## src/rtl/sat_counter.sv

```systemverilog
// sat_counter: async-reset incrementer that sticks at all-ones.
module sat_counter #(
    parameter int Width = 16
) (
    input  logic             clock,
    input  logic             reset,
    input  logic             inc,
    output logic [Width-1:0] count
);

    logic [Width-1:0] count_q;
    logic [Width-1:0] count_d;

    always_comb begin
        count_d = count_q;
        if (inc && (count_q != '1)) begin
            count_d = count_q + Width'(1);
        end
    end

    always_ff @(posedge clock or posedge reset) begin
        if (reset) begin
            count_q <= '0;
        end else begin
            count_q <= count_d;
        end
    end

    assign count = count_q;

endmodule

```

## config.mk

```make
export PLATFORM = sky130hd
export DESIGN_NAME = sat_counter
export DESIGN_NICKNAME = d
export VERILOG_FILES = /design/src/rtl/sat_counter.sv
export SDC_FILE = /design/constraint.sdc
export NUM_CORES = 1
export LEC_CHECK = 0
export ABC_AREA = 1
export CAP_MARGIN = 30
export CORE_ASPECT_RATIO = 1.75
export CORE_UTILIZATION = 33
export DETAILED_ROUTE_END_ITERATION = 8
export PLACE_DENSITY_LB_ADDON = 0.15
export SYNTH_ARGS = -nofsm -noshare
export SYNTH_HDL_FRONTEND = slang
export SYNTH_SLANG_ARGS = --single-unit
```

## constraint.sdc

```tcl
create_clock -name clock -period 1.35 [get_ports clock]
set_input_delay 0.405 -clock clock [delete_from_list [all_inputs] [get_ports clock]]
set_output_delay 0.405 -clock clock [all_outputs]
set_load 0.1 [all_outputs]
```

# After elaboration in Yosys (flattened, before gate mapping)
# Cells that the tools add are included.
[word_totals]
in_bits = 3
output_inout_bits = 16
regBits = 16
[classes]
n_reduce_logical = 1
add_sub_neg = 1
n_eq_ne = 1
[op_table]
columns = ["op", "n"]
rows = [
  ["$add A16 B1 Y16 const B", 1],
  ["$ne A16 B16 Y1 const B", 1],
  ["$logic_and A1 B1 Y1", 1],
]

# Logic depth before layout (Yosys ltp)
[logic_depth]
word_depth = 2
ltp_mapped = 9

# Least setup slack after synthesis
# OpenSTA, ideal clock, no wires.
[synth_timing]
kind = "register to register"
start = "reg count_q[0], in the netlist count[0]"
end = "reg count_q[14], in the netlist count[14]"
setup_slack_ns = -0.833
stages_incl_launch_ff = 9
setup_ns = 0.122
arrival_time_ns = 2.061
path_cell_list = "dfrtp_1 ha_1 nand3_1 nor2_1 nand3_1 nor2_1 nand2_1 nand2_1 nand2_1"
[synth_via]
elab_chain_len = 2
elab_cells_between_ends = 3
[synth_rtl]
columns = ["item", "line", "rtl"]
rows = [
  ["from (decl)", "11", "logic [Width-1:0] count_q;"],
  ["from (signal assigned)", "25", "count_q <= count_d;"],
  ["branches (longest 2 deep; another with $add A16 B1 Y16)", "-", ""],
]
# Several ways; the timed one is not identified.
# A chain may end at the register's enable or synchronous reset.

# Final worst setup path
[layout_timing]
start = "reg count_q[8], in the netlist count[8]"
end = "out count[8]"
[layout_lines]
columns = ["item", "line", "rtl"]
rows = [
  ["to (decl)", "8", "output logic [Width-1:0] count"],
]
# No word-level cell between the ends.

==> summary.txt <==
Cells and area
  – Area of the multi-input gates: 739 um^2
  – Number of flip-flops under the largest register name: 16
  – Fillers: 254
  – Proportion of layout cells with a drive suffix above 1: 60.7%
  – Final net count: 220
  – Storage cell area: 460 um^2
  – Design area: 0.00213 mm^2
  – Area Growth Syn to Fin: 98.7%
  – Antenna diodes: 0

Clocking
  – Max clock buf depth: 2
  – Clock insertion delay at the later pin of the skew report: 260 ps
  – Worst-path clk slew: 70 ps
  – Number of buffers created by CTS: 3
  – Quantity of hold-fixing buffers added after cts: 0
  – CTS H-tree depth: 1
  – CTS sink count: 16
  – TritonCTS clock tree: done
  – Cell at the root of the clock tree: clkbuf_8

Synth
  – Distinct cells, synth: 17
  – Seq/Total Area, Yosys: 37.4%
  – Syn. warnings: 0
  – Gate Count Post-Synth: 150
  – Number of nets in the synthesized netlist: 154
  – Mean post-synth cell area: 7.13 um^2
  – FF+latch count, synth: 16
  – Post-synthesis cell area: 0.00107 mm^2

Timing
  – Count of final hold-check violations: 0
  – Final critical-path required period: 1450 ps
  – Final slew viol count: 0
  – Unrepaired setup endpoints after global routing: yes
  – Count of endpoints failing setup in the final report: 26
  – Setup TNS: -1700 ps
  – Final Worst Setup Slack: -103 ps
  – Worst slew margin relative to its limit: 84.5%
  – Worst clock skew: 5.26 ps
  – Fin crit share: 108%
  – Maximum clock frequency: 688 MHz
  – Actual slew at the worst max-slew pin: 233 ps

Pwr
  – Worst VDD drop: 2.02 mV
  – Leakage power total: 0.928 nW
  – Power per cell area: 1460 mW/mm^2

Placed design
  – Hpwl dp: 2.14 mm
  – Placed cell areas: 0.00170 mm^2
  – Count of input and output buffers: 18
  – Placer's final routability congestion estimate: 0.837

Status
  – Result of the run: finished, violations left
  – Failing checks: negative setup slack

Route
  – First-pass DRT Iterations: 4
  – ANT nets after route: 0
  – Vias: 1239
  – Total DRC errors in the routed layout: 0
  – Routed wire length: 3.31 mm
  – Via density per instance: 4.82
  – Initial detailed-routing violation count: 51
  – Mean routed wirelength per cell: 12.9 um

Critical path
  – Worst Path Class, Setup: flop to primary output
  – Critical Path End Type: primary output
  – Critical path arrival: 1050 ps
  – Required time reported for the critical path endpoint: 950 ps
  – Worst-path fanout max: 3
  – Startpoint types: flop

GRT
  – Global-route wire length before repair: 5.04 mm
  – Leftover overflow at the end of global routing: 0
  – Number of global-route vias before repair: 1197
  – Initial antenna violation count: 0
  – GRT Resource Usage Total: 19.3%
  – Largest net degree at the start of global routing: 17

Worst hold path
  – Type of the most critical hold path: input port to asynchronous set/reset pin

Floorplan
  – Die width: 45.0 um
  – Number of ports placed on the die boundary: 19
  – Die Height: 77.3 um
  – Cell row count: 27
  – Initial Utilization: 34.4%
  – Area of the die: 0.00348 mm^2
  – Core area: 0.00311 mm^2

Job
  – Maximum Capacitance Violations: 0
## cells in the mapped netlist
master	number	area share [%]
nand4_1	5	2.9
inv_2	1	0.35
nor2_1	14	4.9
nand2_1	58	20
nand3_1	9	4.2
o21ai_2	6	4.9
nor2_2	3	1.8
dfrtp_1	16	37
buf_8	1	1.4
o21ai_1	4	1.9
xor2_1	2	1.6
xnor2_1	2	1.6
nor2_4	5	5.3
nand2_2	6	3.5
inv_1	15	5.3
ha_1	1	1.2
nand3b_1	2	1.4
## layer usage
metal  up-vias  routed length, um  GRT usage [%]
li1        599                  -              -
met3        11                 93           2.35
met4         0                105           8.48
met5         -                  0              0
met2        35               1930           34.2
met1       594               1170           21.5
## repair_timing
action	CTS	global route
cloned	0	1
endpoints found under the setup margin	29	32
endpoints found under the hold margin	0	0
setup buffers	20	1
pin swaps	2	9
resized for setup	26	31
## layout by cell type, fill, tap and decap left out, types with 7 or more instances in the layout
cell type	count
inv_1	13
nand2_2	16
buf_4	24
o21ai_2	8
nand3_1	8
buf_6	18
nand2_1	43
nor2_1	7
nor2_4	10
dfrtp_4	16
buf_12	17
## final cells by class
class	count	share of cell area, %
Sequential cell	16	21.7
Tap cell	43	2.53
Clock buffer	3	1.94
Inverter	16	2.83
Multi-Input combinational cell	117	34.8
Timing Repair Buffer	62	36.3
## worst max-delay path, cell delays in order, from the launching register on
cell and delay [ps]:
dfrtp_4 500, buf_6 130, buf_12 150
## path summary, 6_finish.rpt
| kind | start | endpoint | slack (ps) | depth (start not counted) |
|---|---|---|---|---|
| setup / recovery | count[8] | count[8] | -100 | 2 |
| hold / removal | reset | count[2] | 460 | 3 |
| setup reg to reg | count[0] | count[1] | -60 | 9 |
| hold reg to reg | count[2] | count[2] | 670 | 3 |
| max in group asynchronous | reset | count[10] | 660 | 3 |
| min in group clock | inc | count[14] | 610 | 5 |
## cell families after synthesis
logic type      count (synthesis)  synth area share [%]
compound gates                 10                  6.78
xor+xnor                        4                  3.28
fa+ha+maj                       1                  1.17
buf+inv                        17                  7.02
flops                          16                  37.4
simple gates                  102                  44.3
## power by group
group          internal (mW)  switching (mW)
logic                  0.840            1.15
registers              0.623           0.106
clock network          0.199           0.180
total                   1.66            1.43
## through the flow
step,setup WS (ps),utilization [%],total power [mW],hold slack [ps],std cells
2_1_floorplan,-203,-,1.70,319,150
3_3_place_gp,-223,54.8,2.33,563,232
3_5_place_dp,-283,54.8,2.34,565,232
4_1_cts,-103,63.9,2.98,473,255
5_1_grt,-114,68.4,3.22,505,257
6_report,-103,68.4,3.09,463,257
Note: power is estimated with default switching activity, not from simulation.
